[config.mk]
export PLATFORM = sky130hd
export DESIGN_NAME = semaforo_monitor
export DESIGN_NICKNAME = d
export VERILOG_FILES = /design/src/rtl/semaforo_pkg.sv /design/src/rtl/sem_phase_tracker.sv /design/src/rtl/semaforo_monitor.sv
export SDC_FILE = /design/constraint.sdc
export NUM_CORES = 1
export LEC_CHECK = 0
export BUFFER_PORTS_ARGS = -buffer_cell sky130_fd_sc_hd__clkbuf_2
export CORE_AREA = 2 2 59 61
export DETAILED_ROUTE_END_ITERATION = 16
export DIE_AREA = 0 0 61 63
export PLACE_DENSITY_LB_ADDON = 0.12
export RECOVER_POWER = 100
export SYNTH_ARGS = -nofsm -noshare
export SYNTH_HDL_FRONTEND = slang
export SYNTH_SLANG_ARGS = --single-unit
[constraint.sdc]
create_clock -name clk -period 2.35 [get_ports clk]
set_clock_uncertainty 0.1 [all_clocks]
set_input_delay 0 -clock clk [delete_from_list [all_inputs] [get_ports clk]]
set_output_delay 0 -clock clk [all_outputs]
set_load 0.05 [all_outputs]
[src/rtl/semaforo_pkg.sv]
// Shared encodings for the semaforo light monitor.
// Light states, error codes and the dwell counter type.
package semaforo_pkg;

    localparam logic [2:0] VERDE_S    = 3'b001;
    localparam logic [2:0] AMARELO_S  = 3'b010;
    localparam logic [2:0] VERMELHO_S = 3'b100;

    typedef enum logic [2:0] {
        ERR_NONE     = 3'd0,
        ERR_ENC      = 3'd1,
        ERR_CONFLICT = 3'd2,
        ERR_SEQ      = 3'd3,
        ERR_DUR      = 3'd4
    } err_code_t;

    typedef logic [7:0] dwell_t;

    function automatic logic legal_step(input logic [2:0] prev,
                                        input logic [2:0] cur);
        logic ok;
        ok = 1'b0;
        unique case (prev)
            VERDE_S:    ok = (cur == AMARELO_S);
            AMARELO_S:  ok = (cur == VERMELHO_S);
            VERMELHO_S: ok = (cur == VERDE_S);
            default:    ok = 1'b0;
        endcase
        return ok;
    endfunction

endpackage

[src/rtl/sem_phase_tracker.sv]
// Per-light phase tracker: remembers the last valid state and its dwell,
// and flags encoding, sequence and (optionally) duration errors.
module sem_phase_tracker
    import semaforo_pkg::*;
#(
    parameter bit CHECK_DUR = 1'b1,
    parameter int T_G       = 1,
    parameter int T_Y       = 3,
    parameter int T_R       = 2
) (
    input  logic       clk,
    input  logic       rst,
    input  logic [2:0] i_st,
    output logic       o_enc_err,
    output logic       o_seq_err,
    output logic       o_dur_err,
    output logic       o_red_to_green,
    output logic       o_is_red
);

    logic [2:0] r_prev;
    logic       r_valid;
    dwell_t     r_dwell;

    logic       w_onehot;
    logic       w_same;
    dwell_t     w_dwell_nxt;
    logic [8:0] w_dw9;
    logic       w_over;
    logic       w_short_y;

    assign w_onehot = (i_st == VERDE_S) || (i_st == AMARELO_S) ||
                      (i_st == VERMELHO_S);
    assign w_same   = r_valid && (i_st == r_prev);

    assign w_dwell_nxt = !w_same ? 8'd1 :
                         (r_dwell == 8'hFF) ? r_dwell : r_dwell + 8'd1;
    assign w_dw9 = {1'b0, w_dwell_nxt};

    // Overstay fires at limit+1 and on every later sample of the same state.
    assign w_over = ((i_st == VERDE_S)    && (w_dw9 > 9'(T_G))) ||
                    ((i_st == AMARELO_S)  && (w_dw9 > 9'(T_Y))) ||
                    ((i_st == VERMELHO_S) && (w_dw9 > 9'(T_R)));
    assign w_short_y = r_valid && (r_prev == AMARELO_S) &&
                       (i_st == VERMELHO_S) && (r_dwell != 8'(T_Y));

    assign o_enc_err = !w_onehot;
    assign o_seq_err = w_onehot && r_valid && !w_same &&
                       !legal_step(r_prev, i_st);
    assign o_dur_err = CHECK_DUR && w_onehot && (w_over || w_short_y);
    assign o_red_to_green = r_valid && (r_prev == VERMELHO_S) &&
                            (i_st == VERDE_S);
    assign o_is_red = (i_st == VERMELHO_S);

    always_ff @(posedge clk) begin
        if (rst) begin
            r_prev  <= 3'd0;
            r_valid <= 1'b0;
            r_dwell <= 8'd0;
        end else if (!w_onehot) begin
            r_valid <= 1'b0;
            r_dwell <= 8'd0;
        end else begin
            r_prev  <= i_st;
            r_valid <= 1'b1;
            r_dwell <= w_dwell_nxt;
        end
    end

endmodule

[src/rtl/semaforo_monitor.sv]
// Passive safety monitor for the two-light semaforo controller:
// prioritises tracker errors, keeps a sticky first error and counts A cycles.
module semaforo_monitor
    import semaforo_pkg::*;
#(
    parameter int T_VERDE    = 1,
    parameter int T_AMARELO  = 3,
    parameter int T_VERMELHO = 2
) (
    input  logic       clk,
    input  logic       rst,
    input  logic [2:0] A,
    input  logic [2:0] B,
    output logic       viol,
    output logic       err,
    output logic [2:0] err_code,
    output logic [7:0] a_cycles
);

    logic      w_a_enc, w_a_seq, w_a_dur, w_a_r2g, w_a_red;
    logic      w_b_enc, w_b_seq, w_b_dur, w_b_r2g, w_b_red;
    logic      w_conflict;
    err_code_t w_code;

    sem_phase_tracker #(
        .CHECK_DUR(1'b1),
        .T_G(T_VERDE),
        .T_Y(T_AMARELO),
        .T_R(T_VERMELHO)
    ) u_trk_a (
        .clk(clk),
        .rst(rst),
        .i_st(A),
        .o_enc_err(w_a_enc),
        .o_seq_err(w_a_seq),
        .o_dur_err(w_a_dur),
        .o_red_to_green(w_a_r2g),
        .o_is_red(w_a_red)
    );

    sem_phase_tracker #(
        .CHECK_DUR(1'b0),
        .T_G(T_VERDE),
        .T_Y(T_AMARELO),
        .T_R(T_VERMELHO)
    ) u_trk_b (
        .clk(clk),
        .rst(rst),
        .i_st(B),
        .o_enc_err(w_b_enc),
        .o_seq_err(w_b_seq),
        .o_dur_err(w_b_dur),
        .o_red_to_green(w_b_r2g),
        .o_is_red(w_b_red)
    );

    assign w_conflict = !w_a_red && !w_b_red;

    always_comb begin
        w_code = ERR_NONE;
        if (w_a_enc || w_b_enc)
            w_code = ERR_ENC;
        else if (w_conflict)
            w_code = ERR_CONFLICT;
        else if (w_a_seq || w_b_seq)
            w_code = ERR_SEQ;
        else if (w_a_dur)
            w_code = ERR_DUR;
    end

    always_ff @(posedge clk) begin
        if (rst) begin
            viol     <= 1'b0;
            err      <= 1'b0;
            err_code <= 3'd0;
            a_cycles <= 8'd0;
        end else begin
            viol <= (w_code != ERR_NONE);
            if (!err && (w_code != ERR_NONE)) begin
                err      <= 1'b1;
                err_code <= w_code;
            end
            if (w_a_r2g && (a_cycles != 8'hFF))
                a_cycles <= a_cycles + 8'd1;
        end
    end

    logic w_unused;
    assign w_unused = w_b_dur ^ w_b_r2g;

endmodule
# == Yosys cells after proc, flatten, opt, wreduce, memory -nomap -nowiden ==
# Index checks and enable logic that the tools add are counted.
# word_totals
reg_bits,29
inputBits,8
out_inout_bits,13
# classes
addsub,2
order_cmp,3
eq_ne,17
muxes,10
bitwise,1
reduce_logical,40
# op_table
cell,n
logical AND 1 bit,20
adder 8 x 1 -> 8 bit (second input constant),2
greater-than comparator 8 x 2 -> 1 bit (second input constant),2
two-way mux 8 bit,2
equality test 3 x 1 -> 1 bit (second input constant),4
equality test 3 x 2 -> 1 bit (second input constant),4
equality test 3 bit (second input constant),4
two-way mux 3 bit,4
logical NOT 1 bit,9
logical OR 1 bit,9
equality test 8 bit (second input constant),1
greater-than comparator 8 x 1 -> 1 bit (second input constant),1
!= test 8 x 2 -> 1 bit (second input constant),1
!= test 8 bit (second input constant),1
equality test 3 bit,2
one-hot mux 1 bit (3 select lines),2
nonzero test 3 bit,1
two-way mux 1 bit,2
OR reduction 2 bit,1
NOT 1 bit,1

# == Depth between registers and ports, before layout ==
# Gate-level depths: netlist (run 1).
# depth
word_depth,15
ltp_mapped,7

# == Cells and area by module ==
# Synthesis (run 1) repeated with hierarchy kept, for this count alone.
# unflattened
hier_cells,217
hier_area_um2,1783.0
# by_module_without_submodules
module,n_inst,cells_per_inst,area_per_inst_um2,seq_area_each_um2
sem_phase_tracker at u_trk_a,1,103,818.3,240.2
semaforo_monitor,1,76,655.6,260.2
sem_phase_tracker at u_trk_b,1,38,309.0,80.1

# == Worst setup path after synthesis (run 1) ==
# Ideal clock, no wire load.
# synth_timing
path_kind,register -> register
start,register a_cycles[0]
end,register a_cycles[7]
setup_time_ns,0.128
t_arrival_ns,1.877
t_required_ns,2.122
setup_slack_ns,0.246
path_stages_with_launch,8
period_less_slack_ns,2.104
path_cell_list,dfxtp_1 > ha_1 > nand3_1 > o2111a_1 > and4_1 > and2b_1 > xnor2_1 > nor2_1
# synth_between
elab_chain_len,2
elab_cells_between_ends,3
# synth_lines
item,line_no,source
from (decl),semaforo_monitor.sv:17,output logic [7:0] a_cycles
from (signal assigned),semaforo_monitor.sv:84,a_cycles <= a_cycles + 8'd1;
"parallel branches: the longest is 2 deep, another holds adder 8 x 1 -> 8 bit",--,
# Several ways; the timed one is not identified.
# A chain may end at the register's enable or synchronous reset.

# == Worst setup path in the final report (run 1) ==
# layout_timing
start,register u_trk_a.r_dwell[0]
end,register err_code[0]
# layout_between
elab_chain_len,15
elab_cells_between_ends,22
# layout_lines
item,line_no,source
from (decl),sem_phase_tracker.sv:23,dwell_t r_dwell;
from (signal assigned),sem_phase_tracker.sv:66,r_dwell <= w_dwell_nxt;
adder 8 x 1 -> 8 bit or equality test 8 bit (tied branches),sem_phase_tracker.sv:37,(r_dwell == 8'hFF) ? r_dwell : r_dwell + 8'd1;
two-way mux 8 bit,sem_phase_tracker.sv:37,
two-way mux 8 bit,sem_phase_tracker.sv:36,assign w_dwell_nxt = !w_same ? 8'd1 :
greater-than comparator 8 x 1 -> 1 bit or greater-than comparator 8 x 2 -> 1 bit (tied branches),"sem_phase_tracker.sv:41, sem_phase_tracker.sv:42",
logical AND 1 bit (on tied branches),"sem_phase_tracker.sv:41, sem_phase_tracker.sv:42",
logical OR 1 bit,sem_phase_tracker.sv:41,assign w_over = ((i_st == VERDE_S) && (w_dw9 > 9'(T_G))) ||
logical OR 1 bit,sem_phase_tracker.sv:42,((i_st == AMARELO_S) && (w_dw9 > 9'(T_Y))) ||
logical OR 1 bit *,sem_phase_tracker.sv:50,assign o_dur_err = CHECK_DUR && w_onehot && (w_over || w_short_y);
logical AND 1 bit *,sem_phase_tracker.sv:50,
two-way mux 3 bit *,semaforo_monitor.sv:67,else if (w_a_dur)
two-way mux 3 bit *,semaforo_monitor.sv:65,else if (w_a_seq || w_b_seq)
two-way mux 3 bit *,semaforo_monitor.sv:63,else if (w_conflict)
two-way mux 3 bit *,semaforo_monitor.sv:61,if (w_a_enc || w_b_enc)
nonzero test 3 bit *,semaforo_monitor.sv:79,if (!err && (w_code != ERR_NONE)) begin
logical AND 1 bit *,semaforo_monitor.sv:79,
to (signal assigned),semaforo_monitor.sv:81,err_code <= w_code;
to (decl),semaforo_monitor.sv:16,"output logic [2:0] err_code,"
# Mark *: on every way between the ends. The rest lies on a longest branch, timed or not.

==> out/metrics.yaml, run 1 <==
outcome: "finished clean"
path_cells: "ha_1 -> and3_1 -> nand2b_2 -> mux2i_1 -> o41a_4 -> a31oi_4 -> mux2i_1"
yosysTopAreaCell: "dfxtp_1"
grt_pass1_wl_um: 5910
postSynth.asyncResetShare_pct: 0
cts_tree: "done"
path_max_fanout: 6
cts_root_buffer: "clkbuf_4"
synth_edf_count: 0
die_w_um: 61
grt_pass1_vias: 1322
start_util_pct: 52.7
seq_area_um2: 581
total_power_w: 0.00106
rsz0062_at_grt: "no"
antenna_cells: 0
gp_congestion: 0.826
io_pins: 21
crit_end: "err_code[0]"
clk_latency_ps: 320
yosys_warnings: 0
synth_cells: 199
drc: 0
synth_top_area_share_pct: 34.1
synthFlopType: "dfxtp_1"
tns_ps: 0
crit_slowest_cell: "o41a_4"
power_density_nw_per_um2: 569
report.final.hold_viol_count: 0
syn-num-nets: 209
met3_length_um: 158
cts_setup_buffers: 0
relSlewSlack_pct: 60.5
postRouteAntennaNets: 0
routedWlPerCell_um: 13.0
n_fill_cell: 322
synth-seq-area-share_pct: 34.1
synth.distinct_cells: 55
cap_violations: 0
dpl.cell_count: 254
required_ps: 2510
fin_crit_ps: 2170
instances_no_fill: 264
via_per_inst: 5.74
first_pass_iters: 4
crit_path_start: "u_trk_a.r_dwell[0]"
leakagePower_nw: 0.679
worst_pin_slew_ps: 596
worstPathArrival_ps: 2330
finalMaxSlewViolations: 0
antenna_found_initial: 0
routed_wl_um: 3430
grt_max_degree: 22
die_h_um: 63
r2r_setup_slack_ps: 180
design_area_um2: 1860
ir_drop_v: 0.000420
yosysMostFrequentCell: "dfxtp_1"
route.top_layer_used: "met4"
whs_ps: 22.6
nets: 227
dpl.hpwl_um: 2430
dpl_cell_area_um2: 1780
fmax_mhz: 460
synth_common_cells: "29 x dfxtp_1, 21 x nor2_1, 15 x a21oi_1, 14 x nand2_1, 12 x o21ai_0"
ys_seq_elements: 29
track_usage_pct: 20.1
htree_levels: 2
synth_area_leaders: "dfxtp_1 34%, nor2_1 4.6%, a21oi_1 4.4%, xnor2_1 4.1%, o21ai_0 3.5%"
finalCritPeriodShare_pct: 92.6
vias: 1515
ff2ff_path_depth: 7
grt.overflow.total: 0
holdCritPathClass: "input port to flop"
drt_iter0_markers: 92
cts_max_path_buffers: 2
drive_above_1_share_pct: 11.5
cp-start-kind: "flop"
crit_top_cell: "mux2i_1"
design.core.area_um2: 3230
clock_sink_count: 29
met1_length_um: 1580
area_growth_syn_to_layout_pct: 9.49
hold_depth: 4
worstReg2RegStart: "u_trk_a.r_dwell[0]"
dieArea_um2: 3840
cp-end-kind: "flop"
cts.reportedPaths.clkPinSlew_ps: 90
rows: 21
slowest_delay_ps: 470
netlist_area_um2: 1700
met2WireLength_um: 1610
multi_input_area_um2: 1020
cts_made_buffers: 5
port_buffers: 20
syn_area_per_cell_um2: 8.55
critPathKind: "flop to flop"
setup-violations-final: 0
worstReg2RegEnd: "err_code[0]"
-- what timing repair did --
action                    CTS  global route
hold buffers                2             0
hold endpoints to repair    4             0
resized for setup           0             0
-- where the power goes --
part | internal (W) | switching (W)
clock network | 0.000254 | 0.000169
logic | 0.0000439 | 0.0000751
registers | 0.000505 | 0.0000141
total | 0.000803 | 0.000258
-- cells by family (layout without fill, tap and decap cells) --
kind of cell | after synthesis | count (layout) | synth area share, %
AOI/OAI and AO/OA | 53 | 53 | 22.1
xor gates and xnor gates | 14 | 14 | 7.65
adders and majority gates | 3 | 3 | 2.13
buffers and inverters | 17 | 36 | 5.81
DFF | 29 | 29 | 34.1
muxes | 3 | 3 | 1.76
and+or+nand+nor | 80 | 80 | 26.4
-- worst min path at each step --
stage               startpoint                 to  slack, ps
detailed placement        B[2]  u_trk_b.r_prev[2]        300
floorplan                  rst        err_code[2]        110
global placement          B[2]  u_trk_b.r_prev[2]        290
global route              B[1]  u_trk_b.r_prev[0]         30
finish                    B[0]  u_trk_b.r_prev[1]         20
CTS                       B[0]  u_trk_b.r_prev[1]          5
-- layout by cell type, fill, tap and decap left out, types with 2 or more instances in the layout --
master,netlist,layout
nand2_1,14,14
o21ai_0,12,12
inv_1,6,6
a41oi_1,2,2
clkbuf_4,0,5
nor2b_1,4,4
dfxtp_1,29,29
mux2i_1,3,3
or3_1,3,3
o22ai_1,2,2
a21oi_1,15,15
xnor2_1,8,8
and3_2,2,2
xor2_1,5,5
nor2_1,21,21
clkbuf_1,3,16
and3_1,3,3
a21o_1,4,4
ha_1,2,2
clkbuf_2,0,5
nor3_1,5,5
dlygate4sd3_1,0,2
nand2b_1,3,3
nand3_1,6,6
nor4b_1,2,2
nand4_1,4,5
a31oi_1,5,5
-- final cells by class --
| cell class | instances | share of cell area [%] |
|---|---|---|
| clock inverter | 1 | 1.61 |
| clock buffer | 7 | 2.95 |
| tap | 46 | 3.09 |
| inverter | 6 | 1.21 |
| multi-input combinational | 153 | 54.5 |
| timing repair buffer | 22 | 5.44 |
| sequential | 29 | 31.2 |
-- flip-flops by register name (all words and copies together), names as in the netlist --
name	count
a_cycles	8
u_trk_a.r_prev	3
u_trk_a.r_valid	1
u_trk_a.r_dwell	8
u_trk_b.r_prev	3
err_code	3
u_trk_b.r_valid	1
viol	1
err	1
-- critical path, delay by kind of cell (launching register included) --
kind,cells,cell delay [ps]
adder cells (fa/ha/maj),1,270
AND/OR/NAND/NOR,2,350
AO/OA/AOI/OAI,2,650
multiplexers,2,330
flip-flops,1,400
-- per-layer routing --
| layer | up-vias | global-route usage [%] |
|---|---|---|
| met5 | - | 0 |
| met1 | 699 | 26.2 |
| met4 | 0 | 7.34 |
| li1 | 766 | - |
| met2 | 39 | 30.9 |
| met3 | 11 | 6.00 |
-- stage by stage --
stage | worst slack, ps | utilization [%]
floorplan | 246 | -
global route | 34.6 | 57.6
finish | 175 | 57.6
detailed placement | 196 | 55.2
global placement | 255 | 55.2
CTS | 183 | 58.4
Power figures use the tool's default switching activity.
==> run 2, diff against run 1 <==
--- a/config.mk
+++ b/config.mk
@@ -6,11 +6,12 @@
 export NUM_CORES = 1
 export LEC_CHECK = 0
 export BUFFER_PORTS_ARGS = -buffer_cell sky130_fd_sc_hd__clkbuf_2
-export CORE_AREA = 2 2 59 61
+export CORE_AREA = 2 2 73 75
 export DETAILED_ROUTE_END_ITERATION = 16
-export DIE_AREA = 0 0 61 63
+export DIE_AREA = 0 0 75 77
 export PLACE_DENSITY_LB_ADDON = 0.12
 export RECOVER_POWER = 100
+export SLEW_MARGIN = 20
 export SYNTH_ARGS = -nofsm -noshare
 export SYNTH_HDL_FRONTEND = slang
 export SYNTH_SLANG_ARGS = --single-unit
==> run 2 against run 1 <==
Compared with the run above: fmax rose by 0.14%; power decreased by 2.6%; flip-flop and latch count stayed put; setup slack improved by 3.1 ps; hold slack improved by 35 ps; register-to-register slack is essentially flat; cell area is 0.81% higher; combinational power about the same; sequential share of layout area down 0.25 points; clock power decreased by 6.6%; non-clock buffer count down 1; via count down 3.4%; highest routed layer unchanged.
==> out/metrics.yaml, run 2 (synthesis results as in run 1) <==
outcome: "finished clean"
switchingPower_w: 0.000275
slowest_delay_ps: 480
layout_commonest_cell: "dfxtp_1"
drc: 0
crit_slowest_cell: "o41a_4"
pwr-share-clk_pct: 38.2
rows: 26
pwr-share-seq_pct: 50.3
holdCritPathClass: "input port to flop"
cp.depth: 7
finalMaxSlewViolations: 0
crit_top_cell: "mux2i_1"
swShare_pct: 26.6
required_ps: 2470
start_util_pct: 34.2
p_comb_share_pct: 11.5
grt.overflow.total: 0
total_power_w: 0.00103
ir_drop_v: 0.000203
leakagePower_nw: 0.669
dieArea_um2: 5780
cap_violations: 0
first_pass_iters: 4
cp-start-kind: "flop"
report.final.hold_viol_count: 0
routedWlPerCell_um: 12.6
io_pins: 21
track_usage_pct: 13.5
path_cells: "ha_1 -> and3_1 -> nand2b_2 -> mux2i_1 -> o41a_4 -> a31oi_4 -> mux2i_1"
relSlewSlack_pct: 52.8
htree_levels: 2
grt_pass1_wl_um: 6030
finalCritPeriodShare_pct: 92.4
critPathKind: "flop to flop"
crit_family: "compound AO/OA/AOI/OAI gates"
fin_crit_ps: 2170
r2r_setup_slack_ps: 180
ff2ff_path_depth: 7
cts_tree: "done"
vias: 1464
worst_pin_slew_ps: 708
p_int_w: 0.000758
via_per_inst: 5.10
dp_worst_setup_slack_ps: 180
setup_ws_ps: 178
design_area_um2: 1880
power_density_nw_per_um2: 550
clk_latency_ps: 280
routed_wl_um: 3610
crit_buf_inv: 0
cts_max_path_buffers: 2
cp-end-kind: "flop"
worstReg2RegEnd: "err_code[0]"
clock_sink_count: 29
path_max_fanout: 6
antenna_cells: 0
drive_above_1_share_pct: 10.6
cts.reportedPaths.clkPinSlew_ps: 60
design.core.area_um2: 4980
crit_end: "err_code[0]"
cts_made_buffers: 5
worstPathArrival_ps: 2290
dpl_cell_area_um2: 1810
fmax_mhz: 460
mostFrequentLayoutCells: "29 x dfxtp_1, 21 x nor2_1, 18 x clkbuf_1"
die_h_um: 77
tns_ps: 0
top_regs: "a_cycles (8), u_trk_a.r_dwell (8)"
n_fill_cell: 531
setup-violations-final: 0
rsz0062_at_grt: "no"
nets: 226
dpl.hpwl_um: 2570
area_growth_syn_to_layout_pct: 10.4
grt_pass1_vias: 1308
cts_root_buffer: "clkbuf_8"
gp_congestion: 0.806
grt_max_degree: 22
worstReg2RegStart: "u_trk_a.r_dwell[0]"
cts_setup_buffers: 0
antenna_found_initial: 0
postRouteAntennaNets: 0
die_w_um: 75
port_buffers: 20
crit_path_start: "u_trk_a.r_dwell[0]"
drt_iter0_markers: 47
-- run 2: cell types whose count changed in the layout (fill, tap and decap cells not counted), sizes merged --
cell,previous run,this run
bufinv,1,0
clkbuf,27,28
dlygate4sd3,2,1
-- run 2: worst min-delay path by stage --
stage                     startpoint  slack [ps]                end  cells after the start
after floorplan                  rst         110        err_code[2]                      2
after global placement          B[2]         300  u_trk_b.r_prev[2]                      3
after detailed placement        B[2]         300  u_trk_b.r_prev[2]                      3
after CTS                       A[2]          40  u_trk_a.r_prev[2]                      3
after global routing            B[0]         110  u_trk_b.r_prev[1]                      4
final                           A[2]          60  u_trk_a.r_prev[2]                      3
-- run 2: power groups by stage --
stage	Sequential, W	Combinational, W	Clock (W)
4_1_cts	0.000520	0.000122	0.000410
3_5_place_dp	0.000531	0.000121	0
6_report	0.000519	0.000119	0.000395
5_1_grt	0.000521	0.000132	0.000433
3_3_place_gp	0.000531	0.000121	0
2_1_floorplan	0.000543	0.0000840	0
-- run 2: layout make-up --
| cell class | instances | area [um^2] | area share (%) |
|---|---|---|---|
| Tap cell | 70 | 87.6 | 4.66 |
| Sequential cell | 29 | 581 | 30.9 |
| Multi-Input combinational cell | 153 | 1020 | 54.1 |
| Clock buffer | 8 | 80.1 | 4.26 |
| Timing Repair Buffer | 21 | 91.3 | 4.86 |
| Inverter | 6 | 22.5 | 1.20 |
-- run 2: tightest hold or removal path, delay by kind of cell --
family | cells | cell delay (ps)
buffers and inverters | 1 | 200
AO/OA/AOI/OAI | 2 | 180
-- run 2: stage by stage --
stage | util, % | instances | hold WS (ps)
global placement | 36.4 | 278 | 296
CTS | 38.2 | 287 | 42.1
global route | 37.7 | 287 | 111
finish | 37.7 | 287 | 58.0
floorplan | - | 199 | 105
detailed placement | 36.4 | 278 | 301
-- run 2: what timing repair did --
item / 4_1_cts / 5_1_grt
endpoints found under the hold margin: 1 / 0
endpoints found under the setup margin: 0 / 0
resized for setup: 0 / 0
hold buffers: 1 / 0
-- run 2: metal layers --
metal / routed length (um) / up-vias / GRT usage (%)
met3: 109 / 6 / 4.34
met5: 0 / - / 0
met1: 1740 / 681 / 17.4
li1: - / 762 / -
met4: 64 / 0 / 5.89
met2: 1700 / 15 / 20.3
==> run 3, diff against run 2 <==
--- a/config.mk
+++ b/config.mk
@@ -9,6 +9,7 @@
 export CORE_AREA = 2 2 73 75
 export DETAILED_ROUTE_END_ITERATION = 16
 export DIE_AREA = 0 0 75 77
+export GPL_TIMING_DRIVEN = 0
 export PLACE_DENSITY_LB_ADDON = 0.12
 export RECOVER_POWER = 100
 export SLEW_MARGIN = 20
==> run 3 against run 2 <==
Compared with the run above: combinational power increased by 8%; via count increased by 4.0%; sequential share of layout area is 1.3 points lower; critical path depth did not move; critical endpoint unchanged.
==> out/metrics.yaml, run 3 (synthesis results as in run 1) <==
drc: 0
cap_violations: 0
nets: 237
drive_above_1_share_pct: 13.2
fin_crit_ps: 2220
die_h_um: 77
drt_iter0_markers: 40
cts_setup_buffers: 0
worst_pin_slew_ps: 607
required_ps: 2460
critPathKind: "flop to flop"
first_pass_iters: 4
clock_sink_count: 29
crit_family: "compound AO/OA/AOI/OAI gates"
slowest_delay_ps: 480
htree_levels: 2
vias: 1523
clk_latency_ps: 280
cts_tree: "done"
leakagePower_nw: 0.713
rsz0062_at_grt: "no"
port_buffers: 19
crit_slowest_cell: "o41a_4"
seq_area_um2: 581
grt.overflow.total: 0
die_w_um: 75
area_growth_syn_to_layout_pct: 15.1
multi_input_area_um2: 1020
setup_ws_ps: 127
report.final.hold_viol_count: 0
outcome: "finished clean"
grt_max_degree: 11
n_fill_cell: 538
grt_pass1_vias: 1446
antenna_found_initial: 0
relSlewSlack_pct: 59.7
cts_max_path_buffers: 2
cp-end-kind: "flop"
track_usage_pct: 14.3
finalCritPeriodShare_pct: 94.6
finalMaxSlewViolations: 0
power_density_nw_per_um2: 544
worstPathArrival_ps: 2330
io_pins: 21
dp_worst_setup_slack_ps: 140
mostFrequentLayoutCells: "29 x dfxtp_1, 21 x nor2_1, 20 x clkbuf_1"
total_power_w: 0.00107
cts.reportedPaths.clkPinSlew_ps: 60
design.core.area_um2: 4980
layout_commonest_cell: "dfxtp_1"
start_util_pct: 34.2
crit_buf_inv: 0
grt_pass1_wl_um: 6570
routedWlPerCell_um: 12.5
path_cells: "ha_1 -> and3_1 -> nand2b_2 -> mux2i_1 -> o41a_4 -> a31oi_4 -> mux2i_1"
holdCritPathClass: "input port to flop"
routed_wl_um: 3710
dieArea_um2: 5780
rows: 26
setup-violations-final: 0
top_regs: "a_cycles (8), u_trk_a.r_dwell (8)"
cts_made_buffers: 5
path_max_fanout: 6
crit_top_cell: "mux2i_1"
fmax_mhz: 450
via_per_inst: 5.13
cts_root_buffer: "clkbuf_8"
gp_congestion: 0.761
ir_drop_v: 0.000265
dpl.hpwl_um: 2690
postRouteAntennaNets: 0
antenna_cells: 0
cp-start-kind: "flop"
tns_ps: 0
-- run 3: changes by cell type in the layout (fill, tap and decap cells not counted), sizes merged --
| cell | previous run | this run |
|---|---|---|
| dlygate4sd3 | 1 | 2 |
| clkbuf | 28 | 31 |
| buf | 0 | 6 |
-- run 3: repair_timing --
item / in CTS / in global routing
resized for setup: 0 / 0
hold buffers: 2 / 0
endpoints found under the hold margin: 5 / 0
-- run 3: worst register-to-register path: cells and delay by family (launching register included) --
kind                       cells  cell delay [ps]
AOI/OAI and AO/OA              2              670
DFF                            1              390
and+or+nand+nor                2              370
muxes                          2              350
adders and majority gates      1              270
-- run 3: final timing paths --
check / end / start / slack, ps / cells after the start
worst max-delay path: err_code[0] / u_trk_a.r_dwell[0] / 130 / 7
worst min-delay path: u_trk_a.r_prev[2] / A[0] / 60 / 4
worst max register to register: err_code[0] / u_trk_a.r_dwell[0] / 130 / 7
worst min register to register: err_code[0] / err_code[0] / 360 / 2
-- run 3: final cells by class --
cell class	instances	share of cell area (%)
Inverter	6	1.15
Clock buffer	7	4.41
Sequential cell	29	29.6
Timing Repair Buffer	21	4.98
Multi-Input combinational cell	153	51.9
Tap cell	70	4.47
Buffer	11	3.51
-- run 3: layer usage --
metal / track usage (%) / wire length [um]
met1: 18.4 / 1750
met4: 4.29 / 40
met2: 23.0 / 1820
met5: 0 / 0
met3: 3.94 / 90
-- run 3: stage by stage --
stage	std cells	instance area [um^2]	hold WS, ps	util (%)
after floorplan	199	1700	105	-
after global placement	288	1880	272	37.9
after detailed placement	288	1880	267	37.9
after CTS	297	1990	52.9	40.0
after global routing	297	1960	95.9	39.4
final	297	1960	56.8	39.4
-- run 3: power breakdown --
group          internal (W)  switching, W  total [W]
combinational     0.0000507     0.0000784   0.000129
clock              0.000232      0.000186   0.000419
sequential         0.000505     0.0000137   0.000519
